<file path="config.mk">
export PLATFORM = sky130hd
export DESIGN_NAME = dac_spi_multichannel
export DESIGN_NICKNAME = d
export VERILOG_FILES = /design/src/rtl/dac_spi_multichannel.sv
export SDC_FILE = /design/constraint.sdc
export NUM_CORES = 1
export LEC_CHECK = 0
export CAP_MARGIN = 25
export CORE_ASPECT_RATIO = 0.7
export CORE_UTILIZATION = 45
export CTS_CLUSTER_SIZE = 14
export DETAILED_ROUTE_END_ITERATION = 8
export GPL_TIMING_DRIVEN = 0
export PLACE_DENSITY = 0.7
export REMOVE_ABC_BUFFERS = 1
export SLEW_MARGIN = 40
export SYNTH_ARGS = -nofsm -noshare
export SYNTH_HDL_FRONTEND = slang
export SYNTH_SLANG_ARGS = --single-unit
</file>
<file path="constraint.sdc">
create_clock -name sclk -period 2.4 [get_ports sclk]
set_clock_uncertainty 0.1 [all_clocks]
set_input_delay 0.6 -clock sclk [delete_from_list [all_inputs] [get_ports sclk]]
set_output_delay 0.6 -clock sclk [all_outputs]
set_load 0.02 [all_outputs]
</file>
<file path="src/rtl/dac_spi_multichannel.sv">
`timescale 1ns/1ps
`default_nettype none
// ============================================================================
// Module   : dac_spi_multichannel
// Brief    : Avalon-ST sample sink to multi-channel SPI DAC writer with
//            chip-select gap, optional LDAC simultaneous update, drop counter.
// Revision : 1.0 - initial release
// ============================================================================
module dac_spi_multichannel #(
    parameter int DATA_WIDTH    = 12,
    parameter int NUM_CHANNELS  = 2,
    parameter int CS_GAP_CYCLES = 2,
    parameter int SYNC_UPDATE   = 0
) (
    input  logic                  sclk,
    input  logic                  reset,
    input  logic                  en,
    input  logic [DATA_WIDTH-1:0] ast_sink_data,
    input  logic [1:0]            ast_sink_channel,
    input  logic                  ast_sink_valid,
    input  logic [1:0]            ast_sink_error,
    output logic                  ast_sink_ready,
    output logic                  cs_n,
    output logic                  mosi,
    output logic                  clr_n,
    output logic                  ldac_n,
    output logic                  busy,
    output logic [7:0]            drop_count
);

    localparam logic [1:0] S_IDLE  = 2'd0;
    localparam logic [1:0] S_SHIFT = 2'd1;
    localparam logic [1:0] S_GAP   = 2'd2;
    localparam logic [1:0] S_LDAC  = 2'd3;

    localparam int               c_gap_w    = (CS_GAP_CYCLES > 1) ? $clog2(CS_GAP_CYCLES) : 1;
    localparam logic [c_gap_w-1:0] c_gap_load = c_gap_w'(CS_GAP_CYCLES - 1);
    localparam logic [3:0]       c_cmd      = (SYNC_UPDATE != 0) ? 4'b0000 : 4'b0011;
    localparam logic [2:0]       c_num_ch   = 3'(NUM_CHANNELS);
    localparam logic [1:0]       c_last_ch  = 2'(NUM_CHANNELS - 1);

    logic [1:0]            r_state;
    logic [1:0]            w_next_state;
    logic [4:0]            r_bit_cnt;
    logic [c_gap_w-1:0]    r_gap_cnt;
    logic [31:0]           r_shift;
    logic [1:0]            r_chan;
    logic                  r_cs_n;
    logic                  r_mosi;
    logic                  r_clr_n;
    logic                  r_ldac_n;
    logic [7:0]            r_drop_count;

    logic                  w_accept;
    logic                  w_bad;
    logic                  w_good;
    logic                  w_drop;
    logic [DATA_WIDTH-1:0] w_u;
    logic [31:0]           w_frame;

    assign ast_sink_ready = (r_state == S_IDLE) && en && !reset;
    assign busy           = (r_state != S_IDLE);
    assign cs_n           = r_cs_n;
    assign mosi           = r_mosi;
    assign clr_n          = r_clr_n;
    assign ldac_n         = r_ldac_n;
    assign drop_count     = r_drop_count;

    assign w_accept = ast_sink_valid && ast_sink_ready;
    assign w_bad    = (|ast_sink_error) || ({1'b0, ast_sink_channel} >= c_num_ch);
    assign w_good   = w_accept && !w_bad;
    assign w_drop   = w_accept && w_bad;

    // Inverting the sign bit maps two's complement onto offset binary.
    assign w_u     = {~ast_sink_data[DATA_WIDTH-1], ast_sink_data[DATA_WIDTH-2:0]};
    assign w_frame = {4'h0, c_cmd, 2'b00, ast_sink_channel, w_u, {(20-DATA_WIDTH){1'b0}}};

    always_ff @(posedge sclk) begin
        if (reset) begin
            r_state <= S_IDLE;
        end else begin
            r_state <= w_next_state;
        end
    end

    always_comb begin
        w_next_state = r_state;
        case (r_state)
            S_IDLE:  if (w_good) w_next_state = S_SHIFT;
            S_SHIFT: if (r_bit_cnt == 5'd0) w_next_state = S_GAP;
            S_GAP: begin
                if (r_gap_cnt == '0) begin
                    if ((SYNC_UPDATE != 0) && (r_chan == c_last_ch)) w_next_state = S_LDAC;
                    else                                             w_next_state = S_IDLE;
                end
            end
            S_LDAC:  w_next_state = S_IDLE;
            default: w_next_state = S_IDLE;
        endcase
    end

    always_ff @(posedge sclk) begin
        if (reset) begin
            r_bit_cnt    <= 5'd0;
            r_gap_cnt    <= '0;
            r_shift      <= 32'd0;
            r_chan       <= 2'd0;
            r_cs_n       <= 1'b1;
            r_mosi       <= 1'b0;
            r_clr_n      <= 1'b0;
            r_ldac_n     <= 1'b1;
            r_drop_count <= 8'd0;
        end else begin
            r_clr_n  <= 1'b1;
            r_cs_n   <= (r_state != S_SHIFT);
            r_mosi   <= (r_state == S_SHIFT) && r_shift[31];
            r_ldac_n <= (r_state != S_LDAC);
            case (r_state)
                S_IDLE: begin
                    if (w_good) begin
                        r_shift   <= w_frame;
                        r_chan    <= ast_sink_channel;
                        r_bit_cnt <= 5'd31;
                    end
                end
                S_SHIFT: begin
                    r_shift   <= {r_shift[30:0], 1'b0};
                    r_bit_cnt <= r_bit_cnt - 5'd1;
                    if (r_bit_cnt == 5'd0) r_gap_cnt <= c_gap_load;
                end
                S_GAP: begin
                    if (r_gap_cnt != '0) r_gap_cnt <= r_gap_cnt - 1'b1;
                end
                default: ;
            endcase
            if (w_drop && (r_drop_count != 8'hFF)) r_drop_count <= r_drop_count + 8'd1;
        end
    end

endmodule
`default_nettype wire

</file>
; After elaboration in Yosys (flattened, before gate mapping)
; Index checks and enable logic that the tools add are counted.
[word_totals]
register_bits = 52
latch_bits = 0
mem_bits_rw = 0
rom_bits = 0
inputBits = 20
elab_cells = 54
memories = 0
[classes]
add_sub_neg = 3
mul = 0
n_div = 0
order_cmp = 1
eq_ne = 9
shifts = 0
n_mux = 12
bitwise_logic = 1
n_reduce_logical = 19
[ops]
columns = operator, n
row1 = 32-bit case mux with 2 select lines, 1
row2 = 32-bit 2-to-1 mux, 1
row3 = 5-bit case mux with 2 select lines, 1
row4 = 8-bit by 1-bit adder with 8-bit output (second input constant), 1
row5 = 2-bit != test (second input constant), 4
row6 = 8-bit != test (second input constant), 1
row7 = 2-bit case mux with 4 select lines, 1
row8 = 1-bit logical AND, 7
row9 = 2-bit 2-to-1 mux, 3
row10 = 2-bit nonzero test, 3
row11 = 5-bit logical NOT, 1
row12 = 5-bit 2-to-1 mux, 1
row13 = 5-bit by 1-bit subtractor with 5-bit output (second input constant), 1
row14 = 2-bit equality test (second input constant), 2
row15 = 2-bit AND reduction, 2
row16 = 1-bit 2-to-1 mux, 3
row17 = 3-bit AND reduction, 1
row18 = 2-bit by 1-bit equality test with 1-bit output (second input constant), 1
row19 = 2-bit >= comparator (second input constant), 1
row20 = 1-bit logical NOT, 2
row21 = 2-bit logical NOT, 1
row22 = 2-bit by 1-bit != test with 1-bit output (second input constant), 1
row23 = 1-bit case mux with 2 select lines, 1
row24 = 2-bit OR reduction, 1
row25 = 3 further kinds, 3

; Longest topological paths before layout
; Gate-level depths: netlist (run 1).
[logic_depth]
depth_word = 7
ltp_mapped = 6
ltp_nobuf = 6

; Least setup slack after synthesis (run 1)
; Ideal clock, no wire load.
[synth_timing]
path_kind = in2reg
startpoint = in reset
endpoint = reg r_drop_count[6] (netlist: drop_count[6])
setup_time_ns = 0.115
t_arrival_ns = 1.829
required_ns = 2.185
setup_slack_ns = 0.356
cell_stages = 4
n_path_buf = 0
cell_sequence = nor4b_4 -> nand3b_2 -> or4_1 -> and3_1
[synth_between]
elab_chain_len = 5
[synth_lines]
columns = item, line
row1 = from (decl), 16  ; input logic reset,
row2 = 1-bit logical NOT, 61  ; assign ast_sink_ready = (r_state == S_IDLE) && en && !reset;
row3 = 1-bit logical AND, 61
row4 = 1-bit logical AND, 69  ; assign w_accept = ast_sink_valid && ast_sink_ready;
row5 = 1-bit logical AND, 72  ; assign w_drop = w_accept && w_bad;
row6 = 1-bit logical AND, 136  ; if (w_drop && (r_drop_count != 8'hFF)) r_drop_count <= r_drop_count + 8'd1;
row7 = to (signal assigned), 136
row8 = to (decl), 52  ; logic [7:0] r_drop_count;
; Parallel ways exist; a longest one is shown, timed or not.
; A chain may end at the register's enable or synchronous reset.

; Worst setup path in the final report (run 1)
[layout_timing]
startpoint = in en
endpoint = out ast_sink_ready
[layout_between]
elab_chain_len = 2
[layout_lines]
columns = item, line
row1 = from (decl), 17  ; input logic en,
row2 = 1-bit logical AND (2 in a row), 61
row3 = to (decl), 22  ; output logic ast_sink_ready,
; No other way between the ends.

==> summary.txt, run 1 <==
Timing
  • Minimum clock period: around 2400 ps
  • Max-slew headroom: 55.23%
  • Sum Neg Setup Slack: 0 ps
  • Final Hold Fails: 0
  • Slew Viols, Final: 0
  • Min Hold Slack: roughly 350 ps
  • RSZ-0062 raised after global routing: no
  • Final period util: 98.97%
  • Slew @ Worst Pin: about 670 ps
  • Setup violators final: 0
  • Max Fclk: 421.0 MHz
  • Fin worst setup slack: between 20 and 25 ps

Placement
  • Post-DP HPWL: 2570 um
  • RD Place Congestion: between 0.7 and 0.8
  • Post-Place Worst Slack: -441.7 ps
  • Port buffer count: 33
  • Post-place instance area: 0.002233 mm2

Layout
  • Multi-input gate area: roughly 920 um2
  • Final Cell Area: 0.002379 mm2
  • Diode count: 0
  • Seq. cell area: ~890 um2
  • Layout cell share with drive strength beyond 1: 9.756%
  • Final net count: 267
  • Synth-to-Final Area Change: 26.48%
  • FILL cells: 365

Worst setup path
  • Crit path capture type: output port
  • Critical path type: in2out
  • Worst R2R End: drop_count[6]$_SDFFE_PP0P_
  • CP Max Fanout: 3
  • CP Launch Type: input pin
  • Worst endpoint required time: 1700 ps
  • WP data arrival: 1680 ps
  • Worst reg-to-reg path cell count: 4
  • R2r startpoint: r_state[1]$_SDFFE_PP0P_
  • R2R setup slack: 400 ps

GRT
  • GRT overflow: 0
  • First-pass GRT wire length: 6900 um
  • Vias in the first global route: 1,454
  • GRT Total Usage: about 20%
  • Largest net degree at the start of global routing: 39
  • Initial antenna violation count: 0

Drt
  • Initial DRT Pass Iterations: 4
  • WL/cell: ~13 um
  • Vias after detailed routing: 1,667
  • DRC violations left: 0
  • Vias per inst: ~5.6
  • Routed WL: 3998 um
  • Drt initial violations: 135
  • Routed Antenna Nets: 0

Die
  • Initial Util: 47.37%
  • # IOs: 34
  • Die Ht: 56.09 um
  • Die area: 0.004446 mm2
  • Die width: 79.27 um
  • Core footprint: 0.003970 mm2
  • Rows: 19

Synthesis
  • Post-Syn Instances: 222
  • Netlist cell types: 37
  • Largest family of logic cells by synthesized area: compound AO/OA/AOI/OAI gates
  • Compound-Gate Fraction of Synth Area: 25.42%
  • Sequential area share after synthesis: 46.84%
  • Post-synthesis mux area share: 0.5323%
  • Top_reg_cell synth: dfxtp_1
  • Area share of the largest cell type after synthesis: 46.84%
  • Synth area leaders: dfxtp_1 47%, a21oi_1 8.3%, nand2_1 8.0%
  • Biggest area consumer among synthesized cells: dfxtp_1
  • EDFF count, synth: 0
  • FF+latch count, synth: 44
  • Synthesized area per cell: 8.471 um2
  • Synth Warn #: 0
  • Fraction of registers with async set/reset: 0%
  • Post-synthesis simple-gate area fraction: 20.16%
  • Synth Area in Adders: under 10%
  • Syn Std Cell Area: 0.001881 mm2
  • Synth Area in XOR/XNOR: 0%

Worst hold path
  • Worst hold start: r_shift[22]$_SDFFE_PP0P_
  • Worst Hold Path EP: r_shift[23]$_SDFFE_PP0P_
  • Hold path cells: 2
  • Hold Path Class: reg2reg

Power and ir drop
  • Overall power after layout: 1.449 mW
  • Pwr/cell area: a little over 600 mW/mm2
  • Worst vdd ir: between 300 and 400 uV
  • Leak Pwr: roughly 0.8 nW

Clock network
  • CTS Hold Bufs: 0
  • Number of H-tree levels: 2
  • Root Driver: clkbuf_8
  • CTS tree: yes
  • Clock slew at reported path FFs: 80 ps
  • CTS buffer count: 5
  • Clock Path Buffers: 2
  • Clock tree sinks: 44
  • Worst-Skew Late Latency: 290 ps

Run
  • MaxCap Viol Count: 0

Outcome
  • Status: finished clean
logic make-up (layout without fill, tap and decap cells):
group / after synthesis / after routing
muxes: 1 / 1
AOI/OAI and AO/OA: 75 / 75
adders and majority gates: 2 / 2
DFF: 44 / 44
and+or+nand+nor: 75 / 75
buffers and inverters: 25 / 49
layout by cell type (no fill, tap or decap), drive strengths merged, types with 2 or more instances in the layout:
master | synthesis | layout
nor2 | 5 | 5
and4 | 2 | 2
o21ai | 14 | 14
inv | 6 | 6
a31oi | 3 | 3
clkbuf | 11 | 8
dfxtp | 44 | 44
clkdlybuf4s50 | 0 | 31
nor3 | 6 | 6
o311ai | 2 | 2
or4 | 5 | 5
o41ai | 4 | 4
and3 | 3 | 3
o221a | 2 | 2
a311oi | 11 | 11
nand3 | 5 | 5
a21oi | 31 | 31
ha | 2 | 2
nand2 | 40 | 40
nor2b | 2 | 2
o21a | 3 | 3
synthesized netlist by cell type (all sizes together) (2+ instances only):
cell type,number
a311oi,11
and4,2
nor2b,2
o221a,2
and3,3
ha,2
nor2,5
clkbuf,11
a21oi,31
nor3,6
nand3,5
o21ai,14
o21a,3
inv,6
dfxtp,44
o311ai,2
nand2,40
or4,5
buf,7
o41ai,4
a31oi,3
flip-flops by register name, indices dropped and copies added (netlist names):
register and flops:
cs_n 1, r_state 2, r_shift 24, r_bit_cnt 5, clr_n 1, ldac_n 1
r_gap_cnt 1, drop_count 8, mosi 1
layout make-up:
| cell class | instances | area share [%] |
|---|---|---|
| Multi-Input combinational cell | 153 | 38.61 |
| Sequential cell | 44 | 37.24 |
| Timing Repair Buffer | 34 | 14.99 |
| Clock buffer | 7 | 4.051 |
| Tap cell | 52 | 2.735 |
| Clock inverter | 1 | 1.262 |
| Inverter | 7 | 1.105 |
metal layers:
layer / track usage, % / vias up / share of wire [%] / wire [um]
met2: 27.22 / 39 / 40 / 1615
li1: - / 855 / - / -
met1: 29.55 / 765 / 53 / 2137
met5: 0 / - / 0 / 0
met4: 8.571 / 0 / 1.8 / 70
met3: 4.918 / 8 / 4.3 / 173
worst max path at each step:
| stage | start | end | cells past startpoint |
|---|---|---|---|
| detailed placement | ast_sink_channel[1] | r_shift[25]$_SDFFE_PP0P_ | 5 |
| global placement | reset | r_shift[24]$_SDFFE_PP0P_ | 5 |
| global route | en | ast_sink_ready | 3 |
| finish | en | ast_sink_ready | 3 |
| CTS | r_state[1]$_SDFFE_PP0P_ | busy | 2 |
| floorplan | reset | drop_count[6]$_SDFFE_PP0P_ | 4 |
metrics by stage:
| step | std cells | utilization [%] |
|---|---|---|
| after floorplan | 204 | - |
| after global placement | 289 | 55.28 |
| after detailed placement | 290 | 56.26 |
| after CTS | 298 | 59.63 |
| after global routing | 298 | 59.91 |
| final | 298 | 59.91 |
power by group:
part | internal [mW] | switching (mW) | total [mW]
combinational | 0.0489 | 0.0451 | 0.0939
sequential | 0.737 | 0.00649 | 0.744
clock | 0.367 | 0.244 | 0.612
total | 1.15 | 0.296 | 1.45
critical path, stage by stage:
cell and delay, ps:
clkdlybuf4s50_1 480, nor4b_4 280, clkdlybuf4s15_2 310
timing repair:
item	4_1_cts	5_1_grt
pin swaps	0	0
resized for setup	5	4
buffers inserted	0	0
endpoints found under the setup margin	17	16
No activity file was read; power rests on OpenSTA's default activity.
==> run 2, diff against run 1 <==
--- a/config.mk
+++ b/config.mk
@@ -8,6 +8,7 @@
 export CAP_MARGIN = 25
 export CORE_ASPECT_RATIO = 0.7
 export CORE_UTILIZATION = 45
+export CTS_CLUSTER_DIAMETER = 200
 export CTS_CLUSTER_SIZE = 14
 export DETAILED_ROUTE_END_ITERATION = 8
 export GPL_TIMING_DRIVEN = 0
==> results of run 2 <==
The final DEF is identical to that of run 1; final timing and power are the same.
==> run 3, diff against run 2 <==
--- a/config.mk
+++ b/config.mk
@@ -7,6 +7,7 @@
 export LEC_CHECK = 0
 export CAP_MARGIN = 25
 export CORE_ASPECT_RATIO = 0.7
+export CORE_MARGIN = 3
 export CORE_UTILIZATION = 45
 export CTS_CLUSTER_DIAMETER = 200
 export CTS_CLUSTER_SIZE = 14
==> constraint.sdc (replaced) <==
create_clock -name sclk -period 2.4 [get_ports sclk]
set_clock_uncertainty 0.1 [all_clocks]
set_input_delay 0.6 -clock sclk [delete_from_list [all_inputs] [get_ports sclk]]
set_output_delay 0.6 -clock sclk [all_outputs]
set_load 0.05 [all_outputs]
==> summary.txt, run 3 (synthesized netlist as in run 1, its figures left out) <==
Worst setup path
  • CP Launch Type: input pin
  • Crit path capture type: output port
  • Launch point of the critical path: en
  • Critical path type: in2out
  • Worst endpoint required time: 1700 ps
  • R2r startpoint: r_state[1]$_SDFFE_PP0P_
  • Worst reg-to-reg path cell count: 4
  • WP data arrival: 1640 ps
  • CP Max Fanout: 3

Die
  • Core footprint: 0.003761 mm2
  • Initial Util: 50.00%
  • Die Ht: 60.09 um
  • Die width: 83.27 um
  • Rows: 18
  • # IOs: 34
  • Die area: 0.005003 mm2

Run
  • MaxCap Viol Count: 0

GRT
  • First-pass GRT wire length: 7058 um
  • GRT overflow: 0
  • Vias in the first global route: 1,468
  • Initial antenna violation count: 0
  • Largest net degree at the start of global routing: 28
  • GRT Total Usage: 17.57%

Power and ir drop
  • Worst vdd ir: 361.1 uV
  • Leak Pwr: 0.8016 nW
  • Pwr/cell area: 562.2 mW/mm2

Timing
  • Final period util: 97.31%
  • Final Hold Fails: 0
  • Slew Viols, Final: 0
  • RSZ-0062 raised after global routing: no
  • Max-slew headroom: 57.48%
  • Minimum clock period: 2335 ps
  • Setup violators final: 0
  • Max Fclk: 428.2 MHz
  • Min Hold Slack: 350.7 ps
  • Slew @ Worst Pin: 637.7 ps

Layout
  • Most common cell after layout, fill and taps aside: dfxtp_1
  • Multi-input gate area: 913.4 um2
  • Seq. cell area: a little under 900 um2
  • Util after Layout: between 60% and 70%
  • Synth-to-Final Area Change: 25.62%
  • Fin cells: 298
  • Layout cell share with drive strength beyond 1: 9.274%
  • Final Cell Area: ~0.0024 mm2
  • Most flops, register: r_shift
  • Most frequent cells in the layout: 43 x dfxtp_1, 40 x nand2_1, 31 x a21oi_1, 30 x clkdlybuf4s50_1, 14 x o21ai_0
  • Final net count: 269
  • Max reg flops: 24
  • Diode count: 0
  • FILL cells: 339

Worst hold path
  • Hold path cells: 2
  • Hold Path Class: reg2reg
  • Worst hold start: r_shift[21]$_SDFFE_PP0P_

Placement
  • Cells after DPL: 289
  • Port buffer count: 33
  • RD Place Congestion: 0.7613
  • Post-DP HPWL: 2842 um
  • Post-place instance area: 0.002246 mm2

Drt
  • Routed WL: 4165 um
  • WL/cell: 13.98 um
  • Drt initial violations: between 100 and 150
  • Vias after detailed routing: 1,669
  • Vias per inst: 5.601
  • Initial DRT Pass Iterations: 4
  • Routed Antenna Nets: 0
  • DRC violations left: 0

Clock network
  • Root Driver: clkbuf_8
  • Worst-Skew Late Latency: 290 ps
  • Clock Path Buffers: 2
  • CTS buffer count: 5
  • CTS Hold Bufs: 0
  • Clock slew at reported path FFs: 80 ps
  • Number of H-tree levels: 2
  • CTS tree: yes
  • Clock tree sinks: 44

Outcome
  • Status: finished clean
run 3: layer usage:
| metal | wire length (um) | track usage [%] | part of all wire (%) | vias to the layer above |
|---|---|---|---|---|
| met5 | 0 | 0 | 0 | - |
| met4 | 34 | 6.294 | 0.82 | 0 |
| met3 | 239 | 5.647 | 5.7 | 5 |
| met2 | 1755 | 25.46 | 42 | 39 |
| met1 | 2135 | 24.50 | 51 | 766 |
| li1 | - | - | - | 859 |
run 3: repair_timing:
item	in CTS	in global routing
pin swaps	0	1
setup endpoints to repair	17	14
resized for setup	8	1
setup buffers	0	1
run 3: worst max-delay path, stage by stage:
cell and delay [ps]:
clkdlybuf4s50_1 480, nor4b_4 260, clkbuf_4 300
run 3: worst paths after layout:
path | end | slack [ps]
worst max-delay path | ast_sink_ready | 60
worst min-delay path | r_shift[22]$_SDFFE_PP0P_ | 350
worst max register to register | drop_count[6]$_SDFFE_PP0P_ | 360
worst min register to register | r_shift[22]$_SDFFE_PP0P_ | 350
run 3: final cells by class:
type / instances / area share, %
multi-input combinational: 153 / 38.67
sequential: 44 / 37.34
timing repair buffer: 36 / 16.26
clock buffer: 7 / 3.655
tap: 50 / 2.648
inverter: 7 / 1.112
clock inverter: 1 / 0.3178
run 3: per-stage QoR:
step	TNS, ps	setup slack (ps)	power [mW]
final	0	64.62	1.328
after global routing	0	3.225	1.384
after floorplan	-325.8	-119.1	0.8050
after CTS	0	22.15	1.342
after global placement	-55240	-1734	0.8613
after detailed placement	-7196	-517.1	0.8678
run 3: where the power goes:
part | total [mW] | switching, mW | internal, mW
registers | 0.745 | 0.00657 | 0.738
logic | 0.106 | 0.0529 | 0.0533
clock network | 0.477 | 0.243 | 0.234
total | 1.33 | 0.303 | 1.03
